===== config.mk =====
export PLATFORM = sky130hd
export DESIGN_NAME = decode_stage_flat
export DESIGN_NICKNAME = d
export VERILOG_FILES = /design/src/rtl/decode_stage_pkg.sv /design/src/rtl/decode_stage_if.sv /design/src/rtl/decode_logic.sv /design/src/rtl/decode_stage.sv /design/src/flat_wrapper.sv
export SDC_FILE = /design/constraint.sdc
export NUM_CORES = 1
export LEC_CHECK = 0
export CORE_UTILIZATION = 50
export CTS_BUF_LIST = sky130_fd_sc_hd__clkbuf_16
export DETAILED_ROUTE_END_ITERATION = 7
export PLACE_DENSITY = 0.77
export SYNTH_ARGS = -nofsm -noshare
export SYNTH_HDL_FRONTEND = slang
export SYNTH_SLANG_ARGS = --single-unit

===== constraint.sdc =====
create_clock -name clk -period 6.5 [get_ports clk]
set_clock_uncertainty 0.1 [all_clocks]
set_input_delay 1.625 -clock clk [delete_from_list [all_inputs] [get_ports clk]]
set_output_delay 1.625 -clock clk [all_outputs]
set_load 0.01 [all_outputs]

===== src/rtl/decode_stage_pkg.sv =====
// ============================================================================
// decode_stage_pkg : shared types and constants for the decode stage
// Rev 1.0
// ============================================================================
`default_nettype none

package decode_stage_pkg;

  localparam int REG_W = 4;
  localparam int IMM_W = 24;

  typedef enum logic [1:0] {
    TYPE_DP  = 2'b00,
    TYPE_LS  = 2'b01,
    TYPE_BR  = 2'b10,
    TYPE_ILL = 2'b11
  } instr_type_e;

  typedef enum logic [1:0] {
    IMM_ZE8  = 2'b00,
    IMM_ZE12 = 2'b01,
    IMM_SE24 = 2'b10
  } imm_ext_e;

  typedef enum logic [1:0] {
    BUF_EMPTY = 2'b00,
    BUF_ONE   = 2'b01,
    BUF_FULL  = 2'b10
  } buf_state_e;

  localparam logic [1:0] REGSRC_DP  = 2'b00;
  localparam logic [1:0] REGSRC_BR  = 2'b01;
  localparam logic [1:0] REGSRC_STR = 2'b10;

  localparam logic [3:0] ALU_ADD = 4'b0000;
  localparam logic [3:0] ALU_SUB = 4'b0001;
  localparam logic [3:0] ALU_CMP = 4'b1010;

  typedef struct packed {
    logic [3:0]       aluOperation;
    logic [REG_W-1:0] rd;
    logic [REG_W-1:0] rn;
    logic [REG_W-1:0] rm;
    logic [IMM_W-1:0] immediate;
    logic [3:0]       conditionFlags;
    logic [4:0]       loadStoreSignals;
    logic [1:0]       regSrc;
    imm_ext_e         cntrlImmExt;
    logic             cntrlCondFlags;
    logic             cntrlBranch;
    logic             cntrlPcSrc;
    logic             cntrlAluSrc;
    logic             cntrlRegWrite;
    logic             cntrlMemWrite;
    logic             cntrlMemtoReg;
    logic             illegal;
  } decoded_t;

  function automatic logic [IMM_W-1:0] extend_imm(input imm_ext_e ext, input logic [23:0] imm24);
    case (ext)
      IMM_ZE12: extend_imm = IMM_W'(imm24[11:0]);
      IMM_SE24: extend_imm = IMM_W'($signed(imm24));
      default:  extend_imm = IMM_W'(imm24[7:0]);
    endcase
  endfunction

endpackage

`default_nettype wire


===== src/rtl/decode_stage_if.sv =====
// ============================================================================
// decode_stage_if : fetch-side and register-read-side handshake of the stage
// Rev 1.0
// ============================================================================
`default_nettype none

interface decode_stage_if #(
  parameter int INSTR_W = 32,
  parameter int CNT_W   = 8
);
  import decode_stage_pkg::*;

  logic               flush;
  logic               inValid;
  logic               inReady;
  logic [INSTR_W-1:0] instruction;
  logic               outValid;
  logic               outReady;
  decoded_t           decoded;
  logic [CNT_W-1:0]   illegalCount;

  modport master (
    output flush, inValid, instruction, outReady,
    input  inReady, outValid, decoded, illegalCount
  );

  modport slave (
    input  flush, inValid, instruction, outReady,
    output inReady, outValid, decoded, illegalCount
  );

endinterface

`default_nettype wire


===== src/rtl/decode_logic.sv =====
// ============================================================================
// decode_logic : combinational instruction -> decoded bundle
// Rev 1.0
// ============================================================================
`default_nettype none

module decode_logic
  import decode_stage_pkg::*;
#(
  parameter int INSTR_W = 32
) (
  input  logic [INSTR_W-1:0] instruction,
  output decoded_t           decoded
);

  logic [31:0] ins;
  instr_type_e ity;
  imm_ext_e    ext;
  decoded_t    d;

  always_comb begin
    ins = instruction[31:0];
    ity = instr_type_e'(ins[27:26]);
    ext = IMM_ZE8;
    d   = '0;

    // register and condition fields are decoded for every type, including illegal
    d.conditionFlags = ins[31:28];
    d.rn             = ins[19:16];
    d.rd             = ins[15:12];
    d.rm             = ins[3:0];

    case (ity)
      TYPE_DP: begin
        d.aluOperation   = ins[24:21];
        d.cntrlAluSrc    = ins[25];
        d.cntrlCondFlags = ins[20];
        d.cntrlRegWrite  = (ins[24:21] != ALU_CMP);
        d.regSrc         = REGSRC_DP;
      end
      TYPE_LS: begin
        ext                = IMM_ZE12;
        d.cntrlAluSrc      = ins[25];
        d.aluOperation     = ins[23] ? ALU_ADD : ALU_SUB;
        d.loadStoreSignals = ins[24:20];
        if (ins[20]) begin
          d.cntrlRegWrite = 1'b1;
          d.cntrlMemtoReg = 1'b1;
        end else begin
          d.cntrlMemWrite = 1'b1;
          d.regSrc        = REGSRC_STR;
        end
      end
      TYPE_BR: begin
        ext           = IMM_SE24;
        d.cntrlBranch = 1'b1;
        d.cntrlPcSrc  = 1'b1;
        d.cntrlAluSrc = 1'b1;
        d.regSrc      = REGSRC_BR;
        d.aluOperation = ALU_ADD;
      end
      default: begin
        d.illegal = 1'b1;
      end
    endcase

    d.cntrlImmExt = ext;
    d.immediate   = extend_imm(ext, ins[23:0]);
    decoded       = d;
  end

endmodule

`default_nettype wire


===== src/rtl/decode_stage.sv =====
// ============================================================================
// decode_stage : registered decoder with 2-entry skid buffer, flush and
//                saturating illegal-instruction counter
// Rev 1.0
// ============================================================================
`default_nettype none

module decode_stage
  import decode_stage_pkg::*;
#(
  parameter int INSTR_W = 32,
  parameter int CNT_W   = 8
) (
  input  logic           clk,
  input  logic           rst,
  decode_stage_if.slave  bus
);

  decoded_t         in_decoded;
  buf_state_e       state_q, state_d;
  decoded_t         main_q, main_d;
  decoded_t         skid_q, skid_d;
  logic [CNT_W-1:0] cnt_q, cnt_d;
  logic             push;
  logic             pop;

  decode_logic #(
    .INSTR_W (INSTR_W)
  ) u_decode_logic (
    .instruction (bus.instruction),
    .decoded     (in_decoded)
  );

  assign bus.inReady      = (state_q != BUF_FULL);
  assign bus.outValid     = (state_q != BUF_EMPTY);
  assign bus.decoded      = main_q;
  assign bus.illegalCount = cnt_q;

  always_comb begin
    push    = bus.inValid && bus.inReady && !bus.flush;
    pop     = bus.outValid && bus.outReady;
    state_d = state_q;
    main_d  = main_q;
    skid_d  = skid_q;
    cnt_d   = cnt_q;

    if (push && in_decoded.illegal && (cnt_q != '1)) begin
      cnt_d = cnt_q + CNT_W'(1);
    end

    // main always holds the oldest entry, so it only changes when empty or popped
    if (bus.flush) begin
      state_d = BUF_EMPTY;
    end else begin
      case (state_q)
        BUF_EMPTY: begin
          if (push) begin
            main_d  = in_decoded;
            state_d = BUF_ONE;
          end
        end
        BUF_ONE: begin
          if (push && pop) begin
            main_d = in_decoded;
          end else if (push) begin
            skid_d  = in_decoded;
            state_d = BUF_FULL;
          end else if (pop) begin
            state_d = BUF_EMPTY;
          end
        end
        BUF_FULL: begin
          if (pop) begin
            main_d  = skid_q;
            state_d = BUF_ONE;
          end
        end
        default: begin
          state_d = BUF_EMPTY;
        end
      endcase
    end
  end

  always_ff @(posedge clk or posedge rst) begin
    if (rst) begin
      state_q <= BUF_EMPTY;
      main_q  <= '0;
      skid_q  <= '0;
      cnt_q   <= '0;
    end else begin
      state_q <= state_d;
      main_q  <= main_d;
      skid_q  <= skid_d;
      cnt_q   <= cnt_d;
    end
  end

endmodule

`default_nettype wire

===== src/flat_wrapper.sv =====
// flat-port wrapper written by rule: the top's interface ports become plain ports
module decode_stage_flat import decode_stage_pkg::*;
#(
  parameter int INSTR_W = 32,
  parameter int CNT_W   = 8
)
  (clk, rst, bus_flush, bus_inValid, bus_instruction, bus_outReady, bus_inReady, bus_outValid, bus_decoded, bus_illegalCount);
  decode_stage_if #(.INSTR_W(INSTR_W), .CNT_W(CNT_W)) bus_i ();
  input  logic clk;
  input  logic rst;
  input wire logic [$bits(bus_i.flush)-1:0] bus_flush;
  input wire logic [$bits(bus_i.inValid)-1:0] bus_inValid;
  input wire logic [$bits(bus_i.instruction)-1:0] bus_instruction;
  input wire logic [$bits(bus_i.outReady)-1:0] bus_outReady;
  output wire logic [$bits(bus_i.inReady)-1:0] bus_inReady;
  output wire logic [$bits(bus_i.outValid)-1:0] bus_outValid;
  output wire logic [$bits(bus_i.decoded)-1:0] bus_decoded;
  output wire logic [$bits(bus_i.illegalCount)-1:0] bus_illegalCount;
  assign bus_i.flush = bus_flush;
  assign bus_i.inValid = bus_inValid;
  assign bus_i.instruction = bus_instruction;
  assign bus_i.outReady = bus_outReady;
  assign bus_inReady = bus_i.inReady;
  assign bus_outValid = bus_i.outValid;
  assign bus_decoded = bus_i.decoded;
  assign bus_illegalCount = bus_i.illegalCount;
  decode_stage #(.INSTR_W(INSTR_W), .CNT_W(CNT_W)) u_core (.clk(clk), .rst(rst), .bus(bus_i));
endmodule

==> metrics.csv <==
stage,metric,value,unit
finish,Layout Cells excl Fill,738,
placement,Port Buffers,107,
synth,count of cell types in the netlist,36,
timing,TNS Setup,0,ns
critical_path,Setup crit start kind,input pin,
critical_path,worst-path fanout max,27,
die,Die Span X,105,µm
route,detailed-router iteration count before antenna repair,4,
timing,Max Freq,257,MHz
global_routing,first-pass GRT wire length,20200,µm
synth,area share of the largest cell type after synthesis,53.9,%
clock_network,maximum clock path buffer count,2,
global_routing,overall global routing resource usage,23.5,%
synth,synthesized cell area,5290,µm²
critical_path,critical path's largest stage delay,0.71,ns
critical_path,worst path cell trace,clkdlybuf4s50_1 > nor2b_2 > nand2_1 > a21oi_4 > buf_4 > mux2_2,
die,I/O pin cnt,108,
clock_network,# resized after CTS,0,
die,core footprint,10300,µm²
finish,number of fill cells,754,
power,leakage power,0.00315,µW
power,maximum VDD drop,0.173,mV
timing,final hold violation count,0,
synth,"flops & latches, synth",114,
synth,"top cells by area, synth","dfrtp_1 54%, mux2_2 12%, nand2_1 11%",
global_routing,initial antenna violation count,0,
route,DRT antenna net count,0,
critical_path,Buf/Inv on CP,2,
die,Die ar.,11000,µm²
critical_path,required time worst endpoint,6.68,ns
synth,Mapped Cells,496,
die,starting density of the core,51.5,%
timing,"Setup violations, final",0,
clock_network,clk root buf,clkbuf_16,
critical_path,R2R depth,5,
power,P per Cell Area,328,nW/µm²
synth,Synth warnings,0,
die,Die H,105,µm
clock_network,H-tree levels,4,
route,post-route DRC violation count,0,
route,Via density,5.30,
clock_network,cts bufs inserted,17,
global_routing,GRT overflow,0,
critical_path,CP max-delay cell,a21oi_4,
power,total power,2280,µW
die,row count,37,
clock_network,worst skew pair latency,0.40,ns
timing,Final Max Slew Viols,0,
flow_run,max cap viols,0,
route,via count,3910,
timing,RSZ-0062 raised after global routing,no,
placement,DP HPWL,7520,µm
clock_network,"Reg clk slew, reported paths",0.06,ns
timing,Worst Tran Pin Value,1.11,ns
placement,placed cell count,706,
route,WL/cell,16.3,µm
critical_path,Setup crit end kind,flop,
placement,routability congestion estimate from global placement,0.751,
critical_path,instance count on the critical path,6,
clock_network,CTS hold repair buffers,0,
global_routing,vias in the first global route,4068,
min_path,Hold Path Class,reg2reg,
critical_path,"delay-heaviest family, CP",buffers and inverters,
finish,share of layout cells above drive strength 1,19.8,%
synth,register area share after synthesis,53.9,%
finish,diode count,0,
synth,Async SR Flop Fraction,100,%
clock_network,setup bufs post-CTS,0,
synth,number of synthesized flops with an enable pin,0,
timing,final period utilization,59.9,%
finish,# nets final,632,
timing,worst-case headroom to the max-slew limit,26.1,%
synth,top_reg_cell synth,dfrtp_1,
synth,Mapped Nets,539,
run_status,outcome,"complete, no violations",
critical_path,worst path arrival time,4.07,ns
min_path,Hold Crit Depth,2,
clock_network,CTS tree,built,
route,final WL,12000,µm
timing,Final Critical Period,3.89,ns
synth,Avg Inst Size Synth,10.7,µm²
route,drt initial violations,201,
clock_network,CTS sink cnt,114,
critical_path,CP Class,in2reg,
synth,Synth area leader,dfrtp_1,
global_routing,largest net degree at the start of global routing,84,
finish,area grow syn2layout,31.4,%
-- Yosys cell counts, types with 2 or more instances --
master,number
a21oi_1,3
buf_4,9
mux2_2,57
inv_1,5
nand2_1,156
ha_1,6
nand4_1,2
dfrtp_1,114
mux2_4,22
nor2_1,3
nand3_1,4
nor2b_1,2
xnor2_1,3
o21ai_0,60
nand2b_1,3
buf_2,13
nor3_1,2
nand3b_1,2
clkbuf_1,8
o21a_1,2
buf_1,2
buf_6,4
-- final timing paths --
path | startpoint | endpoint | slack (ns)
min reg2reg | u_core.skid_q[41] | u_core.skid_q[41] | 0.38
min | u_core.skid_q[41] | u_core.skid_q[41] | 0.38
min in group asynchronous | rst | u_core.bus.decoded[23] | 1.71
max | bus_inValid | u_core.bus.decoded[22] | 2.61
max reg2reg | u_core.state_q[1] | u_core.bus.decoded[22] | 3.94
max in group asynchronous | rst | u_core.skid_q[0] | 3.53
-- sequential cells by signal, indices dropped and copies added (netlist names) --
signal	cells
u_core.bus.decoded	52
u_core.skid_q	52
u_core.bus.illegalCount	8
u_core.state_q	2
-- final cells by class --
type / instances / area (µm²) / share of cell area (%)
clock buffers: 17 / 425 / 6.12
clock inverters: 15 / 168 / 2.41
multi-input cells: 340 / 2220 / 31.9
repair buffers: 110 / 1090 / 15.7
well taps: 136 / 170 / 2.45
flip-flops and latches: 114 / 2850 / 41.0
inverters: 6 / 25.0 / 0.360
-- worst register-to-register path, cell delays in order (launching register included) --
cell     delay, ns
dfrtp_1       0.44
nor2b_2       0.19
nand2_1       0.11
a21oi_4       0.71
buf_4         0.50
mux2_2        0.39
-- cells by family (layout without fill, tap and decap cells) --
kind of cell | Yosys count | after routing | synth area share (%)
AOI/OAI and AO/OA | 71 | 71 | 7.14
buffers and inverters | 42 | 148 | 4.49
xor gates and xnor gates | 3 | 3 | 0.497
and+or+nand+nor | 180 | 180 | 14.0
DFF | 114 | 114 | 53.9
muxes | 80 | 80 | 18.6
adders and majority gates | 6 | 6 | 1.42
-- stage by stage --
stage	util, %	hold WS (ns)	worst slack (ns)	cell area [µm²]
global route	67.7	0.396	2.44	6950
CTS	67.7	0.383	2.62	6950
global placement	61.9	0.361	2.26	6360
finish	67.7	0.381	2.61	6950
floorplan	-	0.350	1.76	5290
detailed placement	61.9	0.370	2.21	6360
-- power breakdown --
part	switching, µW	internal, µW	leakage, µW
sequential	86.3	835	0.00147
clock	331	598	0.000277
combinational	164	264	0.00140
-- metal layers --
layer | global-route usage [%] | vias up | wire (µm)
met5 | 0 | - | 0
met3 | 4.74 | 24 | 468
met4 | 10.5 | 0 | 234
li1 | - | 1838 | -
met2 | 37.6 | 105 | 5900
met1 | 31.0 | 1943 | 5400
-- layout by cell type, fill, tap and decap left out, drive strengths merged --
| cell | instances |
|---|---|
| nand2 | 156 |
| dfrtp | 114 |
| clkdlybuf4s50 | 107 |
| mux2 | 79 |
| o21ai | 60 |
| clkbuf | 17 |
| clkinv | 8 |
| ha | 6 |
| inv | 6 |
| nand3 | 4 |
| clkinvlp | 4 |
| a21oi | 4 |
| nand2b | 3 |
| nor2 | 3 |
| xnor2 | 3 |
| bufinv | 3 |
| buf | 3 |
| nor2b | 3 |
| nand3b | 2 |
| nor3 | 2 |
| nand4 | 2 |
| o21a | 2 |
| or3b | 1 |
| mux2i | 1 |
| nand4bb | 1 |
| a21boi | 1 |
| a22oi | 1 |
| and3 | 1 |
| nor3b | 1 |
| a31oi | 1 |
| a41oi | 1 |
| or2 | 1 |
| o22a | 1 |
No activity file was read; power rests on OpenSTA's default activity.
